===== src/rtl/icb_pkg.sv =====
// ----------------------------------------------------------------------------
// icb_pkg
// Shared types and constants for the ICB stream master slice.
//   state_t        : controller state (IDLE/RUN/DRAIN/FINISH)
//   icb_cmd_t      : one ICB command beat (read, addr, wdata, wmask)
//   ICB_DW/ICB_AW  : ICB data/address widths
//   ICB_WMASK_FULL : full-word byte mask
//   WORD_BYTES     : address stride between consecutive words
// ----------------------------------------------------------------------------
package icb_pkg;

    localparam int ICB_DW     = 32;
    localparam int ICB_AW     = 32;
    localparam int WORD_BYTES = 4;
    localparam logic [3:0] ICB_WMASK_FULL = 4'hF;

    typedef enum logic [1:0] {
        IDLE   = 2'd0,
        RUN    = 2'd1,
        DRAIN  = 2'd2,
        FINISH = 2'd3
    } state_t;

    typedef struct packed {
        logic              read;
        logic [ICB_AW-1:0] addr;
        logic [ICB_DW-1:0] wdata;
        logic [3:0]        wmask;
    } icb_cmd_t;

    // Address of word idx in a contiguous range; wraps modulo 2^ICB_AW.
    function automatic logic [ICB_AW-1:0] word_addr(input logic [ICB_AW-1:0] base,
                                                    input logic [ICB_AW-1:0] idx);
        return base + idx * ICB_AW'(WORD_BYTES);
    endfunction

endpackage


===== src/rtl/icb_stream_master_if.sv =====
// ----------------------------------------------------------------------------
// icb_stream_master_if
// ICB command/response channel bundle.
//   master modport : drives cmd_valid/read/addr/wdata/wmask and rsp_ready
//   slave  modport : drives cmd_ready and rsp_valid/rdata/err
// ----------------------------------------------------------------------------
interface icb_stream_master_if;
    import icb_pkg::*;

    logic              icb_cmd_valid;
    logic              icb_cmd_ready;
    logic              icb_cmd_read;
    logic [ICB_AW-1:0] icb_cmd_addr;
    logic [ICB_DW-1:0] icb_cmd_wdata;
    logic [3:0]        icb_cmd_wmask;
    logic              icb_rsp_valid;
    logic              icb_rsp_ready;
    logic [ICB_DW-1:0] icb_rsp_rdata;
    logic              icb_rsp_err;

    modport master (
        output icb_cmd_valid, icb_cmd_read, icb_cmd_addr, icb_cmd_wdata, icb_cmd_wmask,
        output icb_rsp_ready,
        input  icb_cmd_ready, icb_rsp_valid, icb_rsp_rdata, icb_rsp_err
    );

    modport slave (
        input  icb_cmd_valid, icb_cmd_read, icb_cmd_addr, icb_cmd_wdata, icb_cmd_wmask,
        input  icb_rsp_ready,
        output icb_cmd_ready, icb_rsp_valid, icb_rsp_rdata, icb_rsp_err
    );

endinterface


===== src/rtl/icb_ostd_cnt.sv =====
// ----------------------------------------------------------------------------
// icb_ostd_cnt
// Outstanding-transaction up/down counter.
//   clk, rst_n : clock, synchronous active-low reset
//   clr        : synchronous clear (new transfer)
//   inc        : a command was accepted
//   dec        : a response was accepted
//   count      : commands issued but not yet responded
//   full       : count == MAX_OSTD
// ----------------------------------------------------------------------------
module icb_ostd_cnt #(
    parameter int MAX_OSTD = 4,
    parameter int CNT_W    = $clog2(MAX_OSTD + 1)
) (
    input  logic             clk,
    input  logic             rst_n,
    input  logic             clr,
    input  logic             inc,
    input  logic             dec,
    output logic [CNT_W-1:0] count,
    output logic             full
);

    assign full = (count == CNT_W'(MAX_OSTD));

    // Saturating at both ends: the issue logic already stops at full, the
    // guards only keep the counter sane against a misbehaving slave.
    always_ff @(posedge clk) begin
        if (!rst_n) begin
            count <= '0;
        end else if (clr) begin
            count <= '0;
        end else begin
            case ({inc, dec})
                2'b10:   if (!full)        count <= count + CNT_W'(1);
                2'b01:   if (count != '0)  count <= count - CNT_W'(1);
                default: count <= count;
            endcase
        end
    end

endmodule


===== src/rtl/icb_stream_master.sv =====
// ----------------------------------------------------------------------------
// icb_stream_master
// ICB initiator moving cfg_len 32-bit words between a valid/ready stream and
// a contiguous ICB address range, with up to MAX_OSTD outstanding commands.
//   clk, rst_n          : clock, synchronous active-low reset
//   cfg_start/read/base/len : transfer request (taken only in IDLE)
//   busy, done, err     : status (done is a 1-cycle pulse, err is sticky)
//   s_valid/s_ready/s_data : stream-in, write mode
//   m_valid/m_ready/m_data : stream-out, read mode (unbuffered from ICB rsp)
//   icb                 : ICB master port
// ----------------------------------------------------------------------------
module icb_stream_master
    import icb_pkg::*;
#(
    parameter int MAX_OSTD = 4,
    parameter int LEN_W    = 16
) (
    input  logic              clk,
    input  logic              rst_n,
    input  logic              cfg_start,
    input  logic              cfg_read,
    input  logic [ICB_AW-1:0] cfg_base,
    input  logic [LEN_W-1:0]  cfg_len,
    output logic              busy,
    output logic              done,
    output logic              err,
    input  logic              s_valid,
    output logic              s_ready,
    input  logic [ICB_DW-1:0] s_data,
    output logic              m_valid,
    input  logic              m_ready,
    output logic [ICB_DW-1:0] m_data,
    icb_stream_master_if.master icb
);

    localparam int OSTD_W = $clog2(MAX_OSTD + 1);

    state_t            state_q, state_d;
    logic [ICB_AW-1:0] base_q;
    logic [LEN_W-1:0]  len_q;
    logic              dir_q;
    logic [LEN_W-1:0]  cmd_cnt_q, rsp_cnt_q;
    logic [LEN_W-1:0]  cmd_cnt_nxt, rsp_cnt_nxt;
    logic              err_q;

    logic              active;
    logic              start_acc;
    logic              issue;
    logic              cmd_valid;
    logic              rsp_ready;
    logic              cmd_hs, rsp_hs;
    logic [OSTD_W-1:0] ostd_cnt;
    logic              ostd_full;
    icb_cmd_t          cmd;

    // ------------------------------------------------------------------
    // Handshake qualifiers
    // ------------------------------------------------------------------
    assign active    = (state_q == RUN) || (state_q == DRAIN);
    assign start_acc = (state_q == IDLE) && cfg_start;
    assign issue     = (state_q == RUN) && (cmd_cnt_q < len_q) && !ostd_full;

    // Write mode needs a stream word in hand before a command can go out.
    assign cmd_valid = issue && (dir_q || s_valid);
    assign cmd_hs    = cmd_valid && icb.icb_cmd_ready;

    // Outside a transfer every response is swallowed so stale traffic from an
    // abandoned transfer cannot wedge the bus. In read mode the response is
    // passed straight through, so backpressure comes from the stream sink.
    assign rsp_ready = (active && dir_q) ? m_ready : 1'b1;
    assign rsp_hs    = active && icb.icb_rsp_valid && rsp_ready;

    assign cmd_cnt_nxt = cmd_cnt_q + LEN_W'(cmd_hs);
    assign rsp_cnt_nxt = rsp_cnt_q + LEN_W'(rsp_hs);

    // Command fields derive only from registered state and s_data, which the
    // stream source holds while s_valid waits for s_ready.
    always_comb begin
        cmd       = '0;
        cmd.read  = dir_q;
        cmd.addr  = word_addr(base_q, ICB_AW'(cmd_cnt_q));
        cmd.wdata = s_data;
        cmd.wmask = ICB_WMASK_FULL;
    end

    assign icb.icb_cmd_valid = cmd_valid;
    assign icb.icb_cmd_read  = cmd.read;
    assign icb.icb_cmd_addr  = cmd.addr;
    assign icb.icb_cmd_wdata = cmd.wdata;
    assign icb.icb_cmd_wmask = cmd.wmask;
    assign icb.icb_rsp_ready = rsp_ready;

    assign s_ready = issue && !dir_q && icb.icb_cmd_ready;
    assign m_valid = active && dir_q && icb.icb_rsp_valid;
    assign m_data  = icb.icb_rsp_rdata;

    assign busy = active;
    assign done = (state_q == FINISH);
    assign err  = err_q;

    // ------------------------------------------------------------------
    // Outstanding counter
    // ------------------------------------------------------------------
    icb_ostd_cnt #(
        .MAX_OSTD (MAX_OSTD),
        .CNT_W    (OSTD_W)
    ) u_ostd (
        .clk   (clk),
        .rst_n (rst_n),
        .clr   (start_acc),
        .inc   (cmd_hs),
        .dec   (rsp_hs),
        .count (ostd_cnt),
        .full  (ostd_full)
    );

    // ------------------------------------------------------------------
    // FSM
    // ------------------------------------------------------------------
    always_ff @(posedge clk) begin
        if (!rst_n) state_q <= IDLE;
        else        state_q <= state_d;
    end

    always_comb begin
        state_d = state_q;
        case (state_q)
            IDLE: begin
                if (cfg_start) state_d = (cfg_len != '0) ? RUN : FINISH;
            end
            RUN: begin
                // A zero-latency slave can answer the last command in the
                // same cycle it is taken, so DRAIN may be skipped entirely.
                if (cmd_cnt_nxt == len_q)
                    state_d = (rsp_cnt_nxt == len_q) ? FINISH : DRAIN;
            end
            DRAIN: begin
                // No commands issue here, so the response that drains the
                // last outstanding slot is also the final one.
                if (rsp_hs && (ostd_cnt == OSTD_W'(1)) && (rsp_cnt_nxt == len_q))
                    state_d = FINISH;
            end
            FINISH:  state_d = IDLE;
            default: state_d = IDLE;
        endcase
    end

    // ------------------------------------------------------------------
    // Transfer context and counters
    // ------------------------------------------------------------------
    always_ff @(posedge clk) begin
        if (!rst_n) begin
            base_q    <= '0;
            len_q     <= '0;
            dir_q     <= 1'b0;
            cmd_cnt_q <= '0;
            rsp_cnt_q <= '0;
            err_q     <= 1'b0;
        end else if (start_acc) begin
            base_q    <= cfg_base & ~ICB_AW'(3);
            len_q     <= cfg_len;
            dir_q     <= cfg_read;
            cmd_cnt_q <= '0;
            rsp_cnt_q <= '0;
            err_q     <= 1'b0;
        end else if (active) begin
            cmd_cnt_q <= cmd_cnt_nxt;
            rsp_cnt_q <= rsp_cnt_nxt;
            if (rsp_hs && icb.icb_rsp_err) err_q <= 1'b1;
        end
    end

endmodule


===== src/flat_wrapper.sv =====
// flat-port wrapper written by rule: the top's interface ports become plain ports
module icb_stream_master_flat import icb_pkg::*;
#(
    parameter int MAX_OSTD = 4,
    parameter int LEN_W    = 16
)
  (clk, rst_n, cfg_start, cfg_read, cfg_base, cfg_len, busy, done, err, s_valid, s_ready, s_data, m_valid, m_ready, m_data, icb_icb_cmd_valid, icb_icb_cmd_read, icb_icb_cmd_addr, icb_icb_cmd_wdata, icb_icb_cmd_wmask, icb_icb_rsp_ready, icb_icb_cmd_ready, icb_icb_rsp_valid, icb_icb_rsp_rdata, icb_icb_rsp_err);
  icb_stream_master_if icb_i ();
  input  logic clk;
  input  logic rst_n;
  input  logic cfg_start;
  input  logic cfg_read;
  input  logic [ICB_AW-1:0] cfg_base;
  input  logic [LEN_W-1:0] cfg_len;
  output logic busy;
  output logic done;
  output logic err;
  input  logic s_valid;
  output logic s_ready;
  input  logic [ICB_DW-1:0] s_data;
  output logic m_valid;
  input  logic m_ready;
  output logic [ICB_DW-1:0] m_data;
  output wire logic [$bits(icb_i.icb_cmd_valid)-1:0] icb_icb_cmd_valid;
  output wire logic [$bits(icb_i.icb_cmd_read)-1:0] icb_icb_cmd_read;
  output wire logic [$bits(icb_i.icb_cmd_addr)-1:0] icb_icb_cmd_addr;
  output wire logic [$bits(icb_i.icb_cmd_wdata)-1:0] icb_icb_cmd_wdata;
  output wire logic [$bits(icb_i.icb_cmd_wmask)-1:0] icb_icb_cmd_wmask;
  output wire logic [$bits(icb_i.icb_rsp_ready)-1:0] icb_icb_rsp_ready;
  input wire logic [$bits(icb_i.icb_cmd_ready)-1:0] icb_icb_cmd_ready;
  input wire logic [$bits(icb_i.icb_rsp_valid)-1:0] icb_icb_rsp_valid;
  input wire logic [$bits(icb_i.icb_rsp_rdata)-1:0] icb_icb_rsp_rdata;
  input wire logic [$bits(icb_i.icb_rsp_err)-1:0] icb_icb_rsp_err;
  assign icb_icb_cmd_valid = icb_i.icb_cmd_valid;
  assign icb_icb_cmd_read = icb_i.icb_cmd_read;
  assign icb_icb_cmd_addr = icb_i.icb_cmd_addr;
  assign icb_icb_cmd_wdata = icb_i.icb_cmd_wdata;
  assign icb_icb_cmd_wmask = icb_i.icb_cmd_wmask;
  assign icb_icb_rsp_ready = icb_i.icb_rsp_ready;
  assign icb_i.icb_cmd_ready = icb_icb_cmd_ready;
  assign icb_i.icb_rsp_valid = icb_icb_rsp_valid;
  assign icb_i.icb_rsp_rdata = icb_icb_rsp_rdata;
  assign icb_i.icb_rsp_err = icb_icb_rsp_err;
  icb_stream_master #(.MAX_OSTD(MAX_OSTD), .LEN_W(LEN_W)) u_core (.clk(clk), .rst_n(rst_n), .cfg_start(cfg_start), .cfg_read(cfg_read), .cfg_base(cfg_base), .cfg_len(cfg_len), .busy(busy), .done(done), .err(err), .s_valid(s_valid), .s_ready(s_ready), .s_data(s_data), .m_valid(m_valid), .m_ready(m_ready), .m_data(m_data), .icb(icb_i));
endmodule

===== config.mk =====
export PLATFORM = sky130hd
export DESIGN_NAME = icb_stream_master_flat
export DESIGN_NICKNAME = d
export VERILOG_FILES = /design/src/rtl/icb_pkg.sv /design/src/rtl/icb_stream_master_if.sv /design/src/rtl/icb_ostd_cnt.sv /design/src/rtl/icb_stream_master.sv /design/src/flat_wrapper.sv
export SDC_FILE = /design/constraint.sdc
export NUM_CORES = 1
export LEC_CHECK = 0
export CELL_PAD_IN_SITES_DETAIL_PLACEMENT = 1
export CELL_PAD_IN_SITES_GLOBAL_PLACEMENT = 1
export CORE_ASPECT_RATIO = 1.5
export CORE_MARGIN = 2
export CORE_UTILIZATION = 35
export CTS_BUF_LIST = sky130_fd_sc_hd__clkbuf_16
export CTS_CLUSTER_DIAMETER = 80
export DETAILED_ROUTE_END_ITERATION = 7
export MAX_ROUTING_LAYER = met4
export PLACE_DENSITY_LB_ADDON = 0.1
export RECOVER_POWER = 25
export SLEW_MARGIN = 10
export SYNTH_ARGS = -nofsm -noshare
export SYNTH_HDL_FRONTEND = slang
export SYNTH_HIERARCHICAL = 1
export SYNTH_SLANG_ARGS = --single-unit

===== constraint.sdc =====
create_clock -name clk -period 7.2 [get_ports clk]
set_input_delay 1.44 -clock clk [delete_from_list [all_inputs] [get_ports clk]]
set_output_delay 1.44 -clock clk [all_outputs]
set_load 0.02 [all_outputs]

# Yosys cells after proc, flatten, opt, wreduce, memory -nomap -nowiden
# Cells that the tools add are included.
[totals]
output_inout_bits = 108
reg_bits = 85
wordCells = 65
[classes]
reduce_logical = 26
muxes = 10
n_eq_ne = 14
n_lt_le_gt_ge = 1
bitwise = 1
n_addsub = 5
[ops]
columns = ["cell", "count"]
rows = [
  ["16-bit by 1-bit adder with 16-bit output", 2],
  ["32-bit by 18-bit adder with 32-bit output", 1],
  ["16-bit == test", 2],
  ["16-bit less-than comparator", 1],
  ["16-bit nonzero test", 1],
  ["1-bit logical AND", 14],
  ["2-bit != test, second input constant", 5],
  ["2-bit 2-to-1 mux", 4],
  ["2-bit case mux with 4 select lines", 1],
  ["2-bit == test, second input constant", 3],
  ["3-bit 2-to-1 mux", 2],
  ["3-bit case mux with 2 select lines", 1],
  ["3-bit AND reduction", 2],
  ["2-bit by 1-bit == test with 1-bit output, second input constant", 2],
  ["3-bit by 1-bit adder with 3-bit output, second input constant", 1],
  ["3-bit by 1-bit == test with 1-bit output, second input constant", 1],
  ["3-bit == test, second input constant", 1],
  ["3-bit nonzero test", 1],
  ["3-bit by 1-bit subtractor with 3-bit output, second input constant", 1],
  ["1-bit logical NOT", 2],
  ["2-bit logical NOT", 1],
  ["1-bit logical OR", 2],
  ["1-bit 2-to-1 mux", 2],
  ["2-bit AND reduction", 1],
  ["other kinds (3)", 3],
]

# Logic depth before layout (Yosys ltp)
# Gate-level depths: netlist of the first run.
[logic_depth]
depth_word = 10
mapped_depth = 20

# Hierarchy
# Netlist of the first run, hierarchy kept.
[by_module_without_submodules]
columns = ["mod", "n_inst", "area_per_inst_um2", "cells_per_inst"]
rows = [
  ["icb_stream_master", 1, 6044.5, 782],
  ["icb_ostd_cnt", 1, 236.5, 25],
]

# Worst setup path after synthesis of the first run
# OpenSTA, ideal clock, no wires.
[synth_timing]
path_type = "register to register"
startpoint = "register u_core.len_q[9]"
endpoint = "register u_core.state_q[1]"
synth_period_minus_slack_ns = 4.183
slack_ns = 3.017
required_ns = 7.065
path_stages_with_launch = 20
arrival_time_ns = 4.048
path_cell_list = "dfxtp_1 inv_1 ha_1 a21oi_1 nor2b_1 o21ai_0 nand2b_1 or4_1 a21oi_1 o31ai_1 nor3b_1 ha_1 and3_1 a31oi_1 or3_1 a2111oi_0 nand4_1 a21oi_4 and2_2 a311oi_2"
[synth_between]
elab_chain_cells = 9
word_cells_on_any_way = 12
cone_classes = "add/sub: 1; order compare: 1; eq/ne: 4; reduce/logical: 6"
[synth_lines]
columns = ["item", "line", "rtl"]
rows = [
  ["from (decl)", "icb_stream_master.sv:40", "logic [LEN_W-1:0] len_q;"],
  ["from (signal assigned)", "icb_stream_master.sv:161", "len_q <= cfg_len;"],
  ["16-bit less-than comparator", "icb_stream_master.sv:61", "assign issue = (state_q == RUN) && (cmd_cnt_q < len_q) && !ostd_full;"],
  ["1-bit logical AND (2 in a row)", "icb_stream_master.sv:61", ""],
  ["1-bit logical AND", "icb_stream_master.sv:64", "assign cmd_valid = issue && (dir_q || s_valid);"],
  ["1-bit logical AND", "icb_stream_master.sv:65", "assign cmd_hs = cmd_valid && icb.icb_cmd_ready;"],
  ["net u_core.cmd_hs", "icb_stream_master.sv:51", "logic cmd_hs, rsp_hs;"],
  ["16-bit by 1-bit adder with 16-bit output", "icb_stream_master.sv:73", "assign cmd_cnt_nxt = cmd_cnt_q + LEN_W'(cmd_hs);"],
  ["16-bit == test", "icb_stream_master.sv:134", "if (cmd_cnt_nxt == len_q)"],
  ["2-bit != test (no source line)", "--", ""],
  ["3-bit AND reduction (no source line)", "--", ""],
  ["to (signal assigned)", "icb_stream_master.sv:122", "else state_q <= state_d;"],
  ["to (decl)", "icb_stream_master.sv:38", "state_t state_q, state_d;"],
]
# The timed path passes the listed nets, and every way through them passes these cells.
# A chain may end at the register's enable or synchronous reset.

# Final worst setup path of the first run
[layout_timing]
startpoint = "register u_core.cmd_cnt_q[7]"
endpoint = "output icb_icb_cmd_addr[30]"
[layout_between]
elab_chain_cells = 1
[layout_lines]
columns = ["item", "line", "rtl"]
rows = [
  ["from (decl)", "icb_stream_master.sv:42", "logic [LEN_W-1:0] cmd_cnt_q, rsp_cnt_q;"],
  ["from (signal assigned)", "icb_stream_master.sv:167", "cmd_cnt_q <= cmd_cnt_nxt;"],
  ["32-bit by 18-bit adder with 32-bit output", "icb_pkg.sv:34", "return base + idx * ICB_AW'(WORD_BYTES);"],
  ["to (decl)", "flat_wrapper.sv:26", "output wire logic [$bits(icb_i.icb_cmd_addr)-1:0] icb_icb_cmd_addr;"],
]
# Every way passes these cells.

==> results of run 1 <==
-- flip-flops by register name, indices dropped and copies added (netlist names) --
| name | cells |
|---|---|
| u_core/base_q | 30 |
| u_core/len_q | 16 |
| u_core/icb.icb_cmd_read | 1 |
| u_core/rsp_cnt_q | 16 |
| u_core/cmd_cnt_q | 16 |
| u_core/err | 1 |
| u_core/state_q | 2 |
| u_core/u_ostd/count | 3 |
-- worst min-delay path, stage by stage (launching register included) --
cell                      delay, ns
sky130_fd_sc_hd__dfxtp_1       0.31
sky130_fd_sc_hd__nand2_1       0.05
sky130_fd_sc_hd__a21oi_1       0.05
-- layer usage --
layer | track usage | vias to the layer above
met5 | - | -
met4 | 0.0689 | 0
met3 | 0.0324 | 38
met2 | 0.360 | 132
met1 | 0.220 | 2649
li1 | - | 2686
-- through the flow --
stage	hold slack [ns]	instances	power, µW	area (µm²)	util
4_1_cts	0.464	1041	1830	7180	0.403
5_1_grt	0.489	1041	1930	7180	0.403
6_report	0.463	1041	1810	7180	0.403
2_1_floorplan	0.441	811	1140	6300	-
3_3_place_gp	0.451	1025	1320	6880	0.387
3_5_place_dp	0.454	1025	1350	6880	0.387
-- cell usage in the layout (no fill, tap or decap), types with 8 or more instances in the layout --
cell                              Yosys  final
sky130_fd_sc_hd__clkbuf_16            0      9
sky130_fd_sc_hd__nand3_1             24     24
sky130_fd_sc_hd__o21ai_0             11     11
sky130_fd_sc_hd__dfxtp_1             85     85
sky130_fd_sc_hd__xnor2_1             51     51
sky130_fd_sc_hd__xor2_1              48     48
sky130_fd_sc_hd__inv_1               35     35
sky130_fd_sc_hd__clkdlybuf4s50_1      0     91
sky130_fd_sc_hd__nand2b_1            12     12
sky130_fd_sc_hd__nor2_1              49     49
sky130_fd_sc_hd__ha_1                40     40
sky130_fd_sc_hd__a211oi_1             8      8
sky130_fd_sc_hd__a21o_1              11     11
sky130_fd_sc_hd__a21oi_1             69     69
sky130_fd_sc_hd__nor3_1              10     10
sky130_fd_sc_hd__nand2_1            133    133
sky130_fd_sc_hd__and3_1              11     11
sky130_fd_sc_hd__nand4_1             16     16
-- worst min-delay path by stage --
stage | slack (ns) | depth (start not counted) | start | to
CTS | 0.46 | 2 | u_core/base_q[4] | u_core/base_q[4]
detailed placement | 0.45 | 2 | u_core/base_q[4] | u_core/base_q[4]
floorplan | 0.44 | 2 | u_core/base_q[10] | u_core/base_q[10]
finish | 0.46 | 2 | u_core/base_q[4] | u_core/base_q[4]
global placement | 0.45 | 2 | u_core/base_q[17] | u_core/base_q[17]
global route | 0.49 | 2 | u_core/base_q[13] | u_core/base_q[13]
-- cell usage after synthesis (4+ instances only) --
cell	instances	area [µm²]
sky130_fd_sc_hd__buf_4	70	526
sky130_fd_sc_hd__nor3_1	10	50.1
sky130_fd_sc_hd__nor2_1	49	184
sky130_fd_sc_hd__and2_1	6	37.5
sky130_fd_sc_hd__a21oi_1	69	345
sky130_fd_sc_hd__xor2_1	48	420
sky130_fd_sc_hd__a211oi_1	8	60.1
sky130_fd_sc_hd__nand2_1	133	499
sky130_fd_sc_hd__nor3b_1	6	45.0
sky130_fd_sc_hd__o21ai_0	11	55.1
sky130_fd_sc_hd__dfxtp_1	85	1700
sky130_fd_sc_hd__nor2b_1	4	25.0
sky130_fd_sc_hd__or3_1	5	31.3
sky130_fd_sc_hd__xnor2_1	51	447
sky130_fd_sc_hd__mux2i_1	4	40.0
sky130_fd_sc_hd__clkbuf_1	25	93.8
sky130_fd_sc_hd__ha_1	40	500
sky130_fd_sc_hd__a31oi_1	5	31.3
sky130_fd_sc_hd__and3_1	11	68.8
sky130_fd_sc_hd__nand2b_1	12	75.1
sky130_fd_sc_hd__inv_1	35	131
sky130_fd_sc_hd__nand3_1	24	120
sky130_fd_sc_hd__o211ai_1	4	30.0
sky130_fd_sc_hd__nand4_1	16	100
sky130_fd_sc_hd__a21o_1	11	82.6
-- cells by family (layout without fill, tap and decap cells) --
group / Yosys count / count (layout) / synth area share
AOI/OAI and AO/OA: 140 / 140 / 0.144
xor gates and xnor gates: 100 / 100 / 0.141
adders and majority gates: 42 / 42 / 0.0861
buffers and inverters: 135 / 148 / 0.124
DFF: 85 / 85 / 0.271
muxes: 4 / 4 / 0.00637
other: 2 / 6 / 0.00120
and+or+nand+nor: 299 / 299 / 0.226
-- area by class of cell --
cell class	instances	area, µm²	share of cell area
timing repair buffer	97	958	0.134
clock inverter	7	75.1	0.0105
inverter	35	131	0.0183
clock buffer	9	225	0.0314
multi-input combinational	591	3810	0.531
sequential	85	1700	0.237
tap	217	272	0.0378
-- power groups by stage --
stage               registers [µW]  clock network, µW  logic (µW)
floorplan                      577                  0         559
global placement               597                  0         727
detailed placement             602                  0         744
CTS                            591                494         749
global route                   599                512         820
finish                         590                478         738
==> run summary, run 1 <==
The number of cells on the worst reg-to-reg path is 19. The detailed router placed 5505 vias in this run. The sum of net half-perimeters after detailed placement is 14100 µm.

The tools report the critical path data required time as 5.76 ns. For the number of remaining DRC errors, the log shows 0. After detailed routing, the wire length on met1 is 7580 µm. The share of layout cells above drive strength 1 is 0.0437.

The area overhead of the layout relative to synthesis was 14.3%; the setup slack after layout was 1.59 ns. TritonCTS created 9 clock buffers. Clock transition at the registers of the reported paths: 0.07 ns. The initial DRC count was 175. The run gives 4 as the first-pass iteration count of the detailed router. The signal on the critical path passes through ha_1 > a2111oi_0 > a211o_1 > a21oi_1 > o31ai_1 > a211oi_1 > xor2_1 > clkdlybuf4s50_1. The fraction of synthesis flops using an asynchronous set or reset pin was 0. Dividing the detail-routed wire length by the instance count gives 17.5 µm. The die is 113 µm wide. The tools report the initial core utilization as 0.353. In this run the critical register-to-register path is captured at u_core/state_q[1]. The wire length of the first global-routing pass was 29700 µm; the final period demand of the worst path was 5.61 ns.

The floorplan core area is 17800 µm². The maximum clock rate is 0.178 GHz. The beginning of the worst register-to-register path is u_core/len_q[9].

The worst reg-to-reg setup slack came out at 1.99 ns. Final number of max-transition violations: 0. On the critical path the largest part of the delay comes from compound AO/OA/AOI/OAI gates. STA classifies the critical path startpoint as a flop. Prior to clock tree synthesis, the placed netlist has a worst setup slack of 1.92 ns. The worst setup path endpoint is icb_icb_cmd_addr[30]. The number of top-level pins was 229.

The run gives 0.265 as the part of the total power dissipated in the clock network. Total of warnings raised by yosys: 6. The leading register cell type out of synthesis is sky130_fd_sc_hd__dfxtp_1. The period utilization was 0.780; the worst-case clock buffer depth was 2.

Max-cap violations in this run came to 0. TritonCTS built the clock tree. The deepest level of the CTS H-tree came out at 3. After routing, the total negative slack on setup checks comes to 0 ns. The power spent charging and discharging nets was 714 µW; the combinational share of power was 0.409.

The number of synthesized register bits is 85. The tightest min-delay check is of the flop to flop type. The number of gates on the worst path with buffers counted is 8, and the transition time at the pin with the least slew margin is 1.01 ns.

In this run the worst path has a maximum fanout of 12. Between clock sinks in the finished design, the worst skew comes to 0.00812 ns. The number of different library cells used by synthesis comes to 67. The TritonCTS sink count is 85, and the remaining max-slew budget at the tightest pin is 0.318. The logs give 5964 for the via count of the first global-routing pass and 0 for the number of antenna violations at the first check in global routing. 0 antenna diodes ended up in the layout. Setup violations remaining at the end of the flow were counted as 0.

The synthesized design contains 0 enable-type register cells. The mean instance size in the synthesized netlist was 7.78 µm²; the wire length on met2 was 9550 µm. VDD sags by at most 0.000138 V. The logs give 0 for the hold buffer count at CTS and 0 for the number of gates resized after CTS.

For this run, the slowest stage of the critical path takes 0.82 ns. Count of buffers from port buffering: 92. The start-to-end type of the worst setup path was flop to output port. The final count of hold timing violations is 0, and the internal cell power is 1090 µW.

Root buffer cell: sky130_fd_sc_hd__clkbuf_16. The netlist area before placement is 6280 µm², and the full die area is 19100 µm². The run gives 0.327 as the fraction of power consumed by sequential logic. The number of buffers inserted to repair setup after CTS is 0.

The flow ran to the end, and the final reports show no timing, DRC or antenna violations. At the later pin of the worst-skew pair, clock insertion delay measures 0.34 ns. The share of total power consumed by net switching is 0.395. Top metal layer carrying routed signals: met4. The run gives 30 as the maximum number of pins on one net before global-route repair. The buffers plus inverters on the worst setup path is 1. After global routing the overflow that remains totals 0. The largest individual stage delay along the critical path comes from the cell sky130_fd_sc_hd__o31ai_1. The register area share after synthesis is 0.271. After detailed routing, the met3 layer carries 675 µm of wire. The data arrival at the endpoint of the critical path is 4.17 ns. The last weighted congestion value of the routability-driven placer was 0.856; the areal power density over the cells was 252 nW/µm².

The number of fill cells in the layout came out at 2155. The startpoint of the most critical setup path was u_core/cmd_cnt_q[7]. Global routing usage summed across all routing layers: 0.200.

After floorplanning, the core was divided into 60 placement rows. For this design the static power due to leakage is 0.00279 µW. For this block, the routed nets add up to 18200 µm of wire. Measured along the y axis, the die boundary spans 168 µm. Setup repair after global routing left no endpoint under its margin. Once detail routing completed, the nets flagged for antenna violations numbered 0. The average vias per placed instance came out at 5.29. STA classifies the critical path endpoint as an output port.

For the cell count after synthesis, the log shows 807. At the end of the flow, the number of nets in the layout was 982.
Power figures use the tool's default switching activity.
==> run 2: changes to the inputs <==
--- a/config.mk
+++ b/config.mk
@@ -9,7 +9,7 @@
 export CELL_PAD_IN_SITES_GLOBAL_PLACEMENT = 1
 export CORE_ASPECT_RATIO = 1.5
 export CORE_MARGIN = 2
-export CORE_UTILIZATION = 35
+export CORE_UTILIZATION = 32
 export CTS_BUF_LIST = sky130_fd_sc_hd__clkbuf_16
 export CTS_CLUSTER_DIAMETER = 80
 export DETAILED_ROUTE_END_ITERATION = 7
==> constraint.sdc (replaced) <==
create_clock -name clk -period 5.8 [get_ports clk]
set_input_delay 1.16 -clock clk [delete_from_list [all_inputs] [get_ports clk]]
set_output_delay 1.16 -clock clk [all_outputs]
set_load 0.02 [all_outputs]
==> run 2 against run 1 <==
- the run now fails in 5_2_route
- global-route usage decreased by 1.4 points
- area after synthesis is the same
- synthesized cell count is the same
==> run summary, run 2 <==
The flow did not finish. Progress stopped at 5_2_route. The first error in the log reads "[ERROR DRT-0255] Maze Route cannot find path of net icb_icb_rsp_rdata[9] in worker of routeBox ( 96600 96600 ) ( 118390 144900 )".

The run gives 30300 µm (+1.9%) as the wire length of the first global-routing pass. Number of enable-type register cells in the synthesized netlist: 0 (unchanged). The sum of net half-perimeters after detailed placement came out at 14300 µm (+1.4%). The tools report the maximum number of pins on one net before global-route repair as 50 (+67%).

The synthesized-area fraction occupied by and/or/nand/nor cells came out at 0.226 (unchanged). Deepest level of the CTS H-tree: 3 (unchanged). The tools report the register area share after synthesis as 0.271 (unchanged). Sorting the synthesized cells by area gives the leading types as sky130_fd_sc_hd__dfxtp_1 (27%), sky130_fd_sc_hd__buf_4 (8.4%), sky130_fd_sc_hd__ha_1 (8.0%). The xor/xnor share of the synthesized area was 0.141 (unchanged). For the residual overflow from global routing, the log shows 0 (unchanged). The number of synthesized register bits is 85 (unchanged). The proportion of synthesized area in mux cells came out at 0.00637 (unchanged). Among all flip-flop cells after synthesis, the most frequent one is sky130_fd_sc_hd__dfxtp_1. Of all cell types, the one taking the most synthesized area is sky130_fd_sc_hd__dfxtp_1. Global routing usage summed across all routing layers: 0.186 (-0.0135). The mean instance size in the synthesized netlist was 7.78 µm² (unchanged); the area share of fa/ha/maj cells after synthesis was 0.0861 (unchanged). The run gives 0 (unchanged) as the number of buffers inserted to repair setup after CTS. The run gives 6 (unchanged) as the total of warnings raised by yosys. The run gives 807 (unchanged) as the cell count after synthesis. The number of gates resized after CTS was 0 (unchanged).

The tools report the initial core utilization as 0.326 (-0.0265). The netlist area before placement is 6280 µm² (unchanged). Number of distinct library cell variants in the gate-level netlist after synthesis: 67 (unchanged). The TritonCTS sink count is 85 (unchanged).

The fraction of synthesis flops using an asynchronous set or reset pin is 0 (unchanged). The die extent in y came out at 176 µm (+4.5%). For the via count of the first global-routing pass, the log shows 5900 (-1.1%). The CTS buffer count is 9 (unchanged), and the last weighted congestion value of the routability-driven placer is 0.812 (-5.1%).

The count of buffers from port buffering works out to 92 (unchanged). The number of antenna violations at the first check in global routing was 0 (unchanged). The worst-case clock buffer depth came out at 2 (unchanged).

After synthesis, the largest family of logic cells by area is simple AND/OR/NAND/NOR gates. The hold buffer count at CTS came out at 0 (unchanged). The share of the synthesized area in compound gates (AO/OA/AOI/OAI) was 0.144 (unchanged).

In this run the clock root is driven by a sky130_fd_sc_hd__clkbuf_16. Share of Yosys cell area claimed by the top area cell type: 0.271 (unchanged). The most used standard cell by instance count after synthesis was sky130_fd_sc_hd__nand2_1.

The die width came out at 118 µm (+4.4%). The number of top-level pins came out at 229 (unchanged). By count the netlist is led by sky130_fd_sc_hd__nand2_1 (133), sky130_fd_sc_hd__dfxtp_1 (85), sky130_fd_sc_hd__buf_4 (70), sky130_fd_sc_hd__a21oi_1 (69), sky130_fd_sc_hd__xnor2_1 (51).

For the total number of placement rows, the log shows 62 (+3.3%).
==> run 2: cell counts after synthesis <==
Identical to the previous run, type by type.
==> run 2: through the flow <==
step | cell area (µm²) | utilization | hold WS, ns | setup WS [ns] | std cells
after detailed placement | 6970 | 0.362 | 0.456 | 1.00 | 1070
after global routing | 7290 | 0.379 | 0.484 | 0.469 | 1086
after CTS | 7290 | 0.379 | 0.468 | 0.693 | 1086
after global placement | 6970 | 0.362 | 0.453 | 1.10 | 1070
after floorplan | 6300 | - | 0.441 | 1.62 | 811
==> run 2: routing by layer <==
metal and global-route usage:
met4 0.0610, met5 -, met1 0.206, met2 0.339
met3 0.0299
==> run 2: logic make-up after synthesis <==
| family | count (synthesis) |
|---|---|
| adder cells (fa/ha/maj) | 42 |
| other | 2 |
| buffers and inverters | 135 |
| flip-flops | 85 |
| AND/OR/NAND/NOR | 299 |
| multiplexers | 4 |
| AO/OA/AOI/OAI | 140 |
| XOR/XNOR | 100 |
==> run 3: changes to the inputs <==
--- a/config.mk
+++ b/config.mk
@@ -5,16 +5,10 @@
 export SDC_FILE = /design/constraint.sdc
 export NUM_CORES = 1
 export LEC_CHECK = 0
-export CELL_PAD_IN_SITES_DETAIL_PLACEMENT = 1
-export CELL_PAD_IN_SITES_GLOBAL_PLACEMENT = 1
-export CORE_ASPECT_RATIO = 1.5
 export CORE_MARGIN = 2
-export CORE_UTILIZATION = 32
-export CTS_BUF_LIST = sky130_fd_sc_hd__clkbuf_16
-export CTS_CLUSTER_DIAMETER = 80
+export CORE_UTILIZATION = 40
 export DETAILED_ROUTE_END_ITERATION = 7
-export MAX_ROUTING_LAYER = met4
-export PLACE_DENSITY_LB_ADDON = 0.1
+export PLACE_DENSITY_LB_ADDON = 0.15
 export RECOVER_POWER = 25
 export SLEW_MARGIN = 10
 export SYNTH_ARGS = -nofsm -noshare
==> run 3 against run 2 <==
- the flow now finishes without violations
- global-route usage is 0.61 points higher
==> run summary, run 3 (synthesis gave the netlist of run 1 again) <==
The number of cells on the worst reg-to-reg path is 20. Across the routed clock network, the largest skew measured is 0.00535 ns. The worst reg-to-reg setup slack was 0.87 ns. Once detail routing completed, the nets flagged for antenna violations numbered 0. The logs give 0 ns for the final sum of negative setup slack and 85 (unchanged) for the TritonCTS sink count. The tools report the data arrival at the endpoint of the critical path as 3.80 ns. The tools report the hold buffer count at CTS as 0 (unchanged). The first-pass iteration count of the detailed router is 5. The kind of end point of the critical path is an output port. The transition time at the pin with the least slew margin is 0.670 ns. For the number of fill cells in the layout, the log shows 1504. The number of setup violations in the final report came out at 0.

The detailed router placed 5352 vias in this run. Maximum number of pins on one net before global-route repair: 50 (unchanged). The run finished with clean final reports.

Ranked by flip-flop count, first place goes to u_core/base_q. The wire length of the first global-routing pass was 25500 µm (-16%); the global routing usage summed across all routing layers was 0.192 (+0.00607). Launch instance of the worst min-delay path: u_core/base_q[4]. After detailed routing, the average wire length per cell comes to 15.3 µm. Maximum clock rate: 0.202 GHz. The completed layout was analyzed and its total power is 2310 µW. The flip-flop count of the largest register, all copies and words added works out to 30. The total area inside the core boundary comes to 15300 µm². The count of buffers from port buffering is 92 (unchanged).

After detailed routing, the number of remaining DRC violations is 0. The run gives 0 (unchanged) as the number of buffers inserted to repair setup after CTS. The worst-skew pair later-pin latency was 0.35 ns; the areal power density over the cells was 319 nW/µm². The number of antenna violations at the first check in global routing was 0 (unchanged); the number of gates resized after CTS was 0 (unchanged). Leaving out fill and tap cells, the most frequent cell in the layout is sky130_fd_sc_hd__nand2_1. Final count of hold timing violations: 0. TritonCTS built the clock tree. The logs give 16700 µm² for the full die area and 3 (unchanged) for the deepest level of the CTS H-tree. Counting instances, the worst hold path has a depth of 2. The tools report the max-cap check violation count as 0.

The via count of the first global-routing pass was 5070 (-14%); the number of diodes added for antenna fixing was 0. The tools report the startpoint type of the worst setup path as a flop. The tools report the critical register-to-register path endpoint as u_core/state_q[1].

The residual overflow from global routing is 0 (unchanged), and the initial core utilization is 0.412 (+0.0852). The worst-case IR drop observed on VDD is 0.000201 V. For the remaining max-slew budget at the tightest pin, the log shows 0.552. The worst hold path terminates at u_core/base_q[4]. The top cell types in the final layout, fill and taps aside, are sky130_fd_sc_hd__nand2_1 (132), sky130_fd_sc_hd__clkdlybuf4s50_1 (92), sky130_fd_sc_hd__dfxtp_1 (85).

In this run the worst hold path is classified as flop to flop. The average vias per placed instance is 5.16, and the maximum fanout encountered on the critical timing path is 9. For the finished layout, the period the worst path requires is 4.96 ns. Compared with the post-synthesis result, the final layout area differs by 15.3%. The die extent in y was 129 µm (-26%); the number of top-level pins was 229 (unchanged). The detailed router finished its first iteration with 244 violations. The leakage power total came out at 0.00283 µW.

Setup repair after global routing left no endpoint under its margin. For the CTS buffer count, the log shows 9 (unchanged). The die width is 129 µm (+9.2%). The beginning of the worst register-to-register path is u_core/cmd_cnt_q[9]. The start-to-end type of the worst setup path was flop to output port. Clock-pin slew was measured on the worst setup and hold paths at 0.06 ns. Sum of net half-perimeters after detailed placement: 11800 µm (-17%). Data on the critical path is required at its endpoint by 4.64 ns.

The tools report the final number of max-transition violations as 0. The tools report the last weighted congestion value of the routability-driven placer as 0.818 (+0.69%). The share of layout cells above drive strength 1 works out to 0.0484. The worst-case clock buffer depth is 2 (unchanged). The period utilization is 0.854, and the final-stage net count is 985. The total number of placement rows was 45 (-27%); the total detailed-routing wirelength was 15900 µm. CTS placed an instance of sky130_fd_sc_hd__clkbuf_16 at the clock tree root.
run 3: cell type report:
type / count / area (µm²) / area share
tap: 211 / 264 / 0.0364
timing repair buffer: 100 / 981 / 0.135
inverter: 35 / 131 / 0.0181
clock buffer: 10 / 239 / 0.0330
sequential: 85 / 1700 / 0.235
multi-input combinational: 591 / 3820 / 0.527
clock inverter: 6 / 110 / 0.0152
run 3: per-stage QoR:
step	setup WS (ns)	hold WS (ns)	util	area (µm²)	instances
finish	0.844	0.463	0.475	7240	1038
global route	0.443	0.488	0.475	7240	1038
CTS	0.822	0.466	0.475	7240	1038
detailed placement	0.877	0.456	0.452	6890	1022
global placement	1.01	0.449	0.452	6890	1022
floorplan	1.62	0.441	-	6300	811
run 3: worst max-delay path by stage:
stage / start / to / depth (start not counted)
after global routing: u_core/cmd_cnt_q[9] / u_core/state_q[1] / 20
final: u_core/cmd_cnt_q[2] / icb_icb_cmd_addr[31] / 9
after CTS: u_core/cmd_cnt_q[9] / u_core/state_q[1] / 20
after detailed placement: u_core/cmd_cnt_q[9] / u_core/state_q[1] / 20
after floorplan: u_core/len_q[9] / u_core/state_q[1] / 19
after global placement: u_core/cmd_cnt_q[9] / u_core/state_q[1] / 20
run 3: power by group:
group	internal, µW	switching, µW	leakage [µW]
registers	651	73.6	0.000692
logic	372	537	0.00197
clock network	432	246	0.000165
run 3: critical path, stage by stage (launching register included):
cell and delay, ns:
sky130_fd_sc_hd__dfxtp_1 0.40, sky130_fd_sc_hd__ha_1 0.37, sky130_fd_sc_hd__a21oi_1 0.11, sky130_fd_sc_hd__o21a_1 0.23, sky130_fd_sc_hd__a211o_1 0.32, sky130_fd_sc_hd__a311oi_1 0.42
sky130_fd_sc_hd__a221o_1 0.42, sky130_fd_sc_hd__or3b_1 0.41, sky130_fd_sc_hd__xnor2_1 0.15, sky130_fd_sc_hd__clkdlybuf4s50_1 0.62
run 3: routing by layer:
layer,wire (µm),vias to the layer above,global-route usage
li1,-,2700,-
met1,7390,2478,0.252
met2,7100,155,0.300
met3,1140,19,0.0557
met4,231,0,0.0703
met5,0,-,0
==> run 4: changes to the inputs <==
--- a/config.mk
+++ b/config.mk
@@ -8,7 +8,8 @@
 export CORE_MARGIN = 2
 export CORE_UTILIZATION = 40
 export DETAILED_ROUTE_END_ITERATION = 7
-export PLACE_DENSITY_LB_ADDON = 0.15
+export GPL_ROUTABILITY_DRIVEN = 0
+export PLACE_DENSITY = 0.73
 export RECOVER_POWER = 25
 export SLEW_MARGIN = 10
 export SYNTH_ARGS = -nofsm -noshare
==> run 4 against run 3 <==
- global-route usage down 0.82 points
- die area unchanged
- hold slack worse by 0.0026 ns
- clock skew down 0.00072 ns
- sequential share of layout area up 0.11 points
- cell count about the same
- register-to-register slack worse by 0.07 ns
- non-clock buffer count up 1
- fmax down 0.97%
- largest power group unchanged
==> run summary, run 4 (synthesis gave the netlist of run 1 again) <==
The run finished with clean final reports. The startpoint identified for the worst register-to-register timing path is u_core/cmd_cnt_q[9]. The buffers plus inverters on the worst setup path is 1 (unchanged), and the period utilization is 0.863 (+0.00837). The TritonCTS sink count was 85 (unchanged). Flip-flop count of the largest register, all copies and words added: 30 (unchanged). For the hold buffer count at CTS, the log shows 0 (unchanged). The critical register-to-register path endpoint is u_core/state_q[1]. The internal cell power is 1370 µW (-6.1%).

The transition time at the pin with the least slew margin works out to 0.994 ns (+0.324 ns). STA classifies the critical path startpoint as a flop. The sum of net half-perimeters after detailed placement is 10900 µm (-7.6%). In this run the clock root is driven by a sky130_fd_sc_hd__clkbuf_16. Met2 layer usage reported by global route: 0.295 (-0.00433). The library cell used most frequently in the layout, excluding fill and tap cells, is sky130_fd_sc_hd__nand2_1.

For the number of gates resized after CTS, the log shows 0 (unchanged). The tools report the number of remaining DRC errors as 0 (unchanged). For the remaining antenna violation count after routing, the log shows 0 (unchanged). The count of buffers from port buffering came out at 92 (unchanged).

TritonCTS built the clock tree. The die width is 129 µm (unchanged), and the max-cap check violation count is 0 (unchanged). The number of setup violations in the final report is 0 (unchanged), and the share of total power consumed by net switching is 0.382 (+0.0112). The final count of hold timing violations is 0 (unchanged), and the final sum of negative setup slack is 0 ns (unchanged). Setup repair after global routing left no endpoint under its margin. The average detailed-routed wire length per instance was 14.2 µm (-7.3%). The clock transition at the registers of the reported paths came out at 0.06 ns (about the same). The layer flagged by global routing as most heavily used is met2. The initial DRC count is 271 (+11%). The deepest level of the CTS H-tree was 3 (unchanged). The residual overflow from global routing is 0 (unchanged), and the initial core utilization is 0.412 (unchanged).

The number of antenna violations at the first check in global routing was 0 (unchanged); the combinational share of power was 0.412 (+0.019). The tools report the final worst clock skew as 0.00463 ns (-0.000721 ns). Die extent in y: 129 µm (unchanged). The number of buffers inserted to repair setup after CTS came out at 0 (unchanged). The first-pass iteration count of the detailed router came out at 4 (-1). The run gives 3.84 ns (+0.04 ns) as the data arrival at the endpoint of the critical path. The final number of max-transition violations came out at 0 (unchanged). The highest cell delay on the worst timing path came out at 0.63 ns (about the same). The worst-skew pair later-pin latency came out at 0.35 ns (about the same). The register with the most flip-flops in the final layout is u_core/base_q.

The minimum hold slack was 0.460 ns (-0.00257 ns). The worst reg-to-reg setup slack is 0.80 ns (-0.07 ns), and the area overhead of the layout relative to synthesis is 14.8%. The tools report the final-stage net count as 986 (+0.10%). The total number of vias came out at 5332 (-0.37%). The worst setup path is captured at an output port. Cell count of the worst hold path: 2 (unchanged).

For the peak ir drop on the vdd network, the log shows 0.000179 V (-11%). The logs give 2 (unchanged) for the worst-case clock buffer depth and 15300 µm² (unchanged) for the floorplan core area. The areal power density over the cells was 306 nW/µm² (-3.9%); the maximum clock rate was 0.200 GHz (-0.97%).

The total detailed-routing wirelength was 14700 µm (-7.2%). The part of the total power dissipated in the clock network is 0.260 (-0.033). On the critical path, the stage with the largest delay is an instance of sky130_fd_sc_hd__clkdlybuf4s50_1.

The most critical setup path has its startpoint at u_core/cmd_cnt_q[4]. The number of diodes added for antenna fixing is 0 (unchanged). The met3 capacity usage during global routing is 0.0537 (-0.00206). The via count of the first global-routing pass is 5017 (-1.0%), and the critical path data required time is 4.64 ns (about the same). The average vias per placed instance is 5.13 (-0.47%). The logs give 16700 µm² (unchanged) for the full die area and 229 (unchanged) for the number of top-level pins.

The launch instance of the worst min-delay path is u_core/base_q[17]. The worst hold path belongs to the class flop to flop. The run gives 9 (unchanged) as the CTS buffer count.

The path with the worst hold slack has its endpoint at u_core/base_q[17]. The leakage power total came out at 0.00282 µW (-0.31%). The fraction of power consumed by sequential logic was 0.328 (+0.015). The power spent charging and discharging nets was 844 µW (-1.5%). Start-to-end type of the worst setup path: flop to output port.

Walking the worst path, the cells encountered are ha_1 > o21ai_0 > nand2b_1 > a21oi_1 > a211o_1 > a311oi_1 > a221o_1 > or3b_1 > xnor2_1 > clkdlybuf4s50_1. The share of layout cells above drive strength 1 was 0.0483 (-0.0000584). The logic depth of the worst register-to-register path came out at 20 (unchanged). Maximum number of pins on one net before global-route repair: 40 (-20%). The critical path's top delay family is compound AO/OA/AOI/OAI gates. The remaining max-slew budget at the tightest pin came out at 0.336 (-0.216). In the layout the commonest cells are sky130_fd_sc_hd__nand2_1 (133), sky130_fd_sc_hd__clkdlybuf4s50_1 (92), sky130_fd_sc_hd__dfxtp_1 (85).

Final period demand of the worst path: 5.00 ns (+0.0485 ns). The global routing usage summed across all routing layers is 0.184 (-0.00818), and the wire length of the first global-routing pass is 24500 µm (-4.0%). The total number of placement rows was 45 (unchanged); the maximum fanout encountered on the critical timing path was 9 (unchanged). The tools report the met1 track utilization from global routing as 0.238 (-0.0144).
## run 4: metal layers
| layer | vias to the layer above | share of wire |
|---|---|---|
| li1 | 2706 | - |
| met4 | 0 | 0.017 |
| met2 | 138 | 0.46 |
| met3 | 16 | 0.064 |
| met5 | - | 0 |
| met1 | 2472 | 0.46 |
## run 4: area by class of cell
type / count / area (µm²)
clock buffers: 13 / 280
clock inverters: 3 / 17.5
fillers: 1513 / 8050
inverters: 35 / 131
multi-input cells: 591 / 3810
flip-flops and latches: 85 / 1700
well taps: 211 / 264
repair buffers: 101 / 1000
## run 4: worst register-to-register path, delay by kind of cell, from the launching register on
family	cells	cell delay [ns]
adder cells (fa/ha/maj)	3	0.74
buffers and inverters	1	0.20
flip-flops	1	0.50
AO/OA/AOI/OAI	8	1.78
AND/OR/NAND/NOR	8	1.62
## run 4: worst max-delay path by stage
stage	to	slack [ns]	cells after the start
6_report	icb_icb_cmd_addr[31]	0.80	10
5_1_grt	icb_icb_cmd_addr[31]	0.58	10
4_1_cts	icb_icb_cmd_addr[31]	0.83	10
3_5_place_dp	u_core/state_q[1]	1.00	20
3_3_place_gp	u_core/state_q[1]	0.97	20
2_1_floorplan	u_core/state_q[1]	1.62	19
## run 4: power by group through the flow
stage	clock network, µW	logic [µW]	registers [µW]
5_1_grt	614	1010	734
4_1_cts	591	915	725
2_1_floorplan	0	694	716
3_5_place_dp	0	911	737
3_3_place_gp	0	902	734
6_report	574	911	725
## run 4: through the flow
stage | setup WS, ns | total power, µW | std cells | area [µm²] | utilization
finish | 0.796 | 2210 | 1039 | 7210 | 0.473
floorplan | 1.62 | 1410 | 811 | 6300 | -
detailed placement | 1.00 | 1650 | 1023 | 6910 | 0.453
CTS | 0.834 | 2230 | 1039 | 7210 | 0.473
global route | 0.576 | 2360 | 1039 | 7210 | 0.473
global placement | 0.971 | 1640 | 1023 | 6910 | 0.453
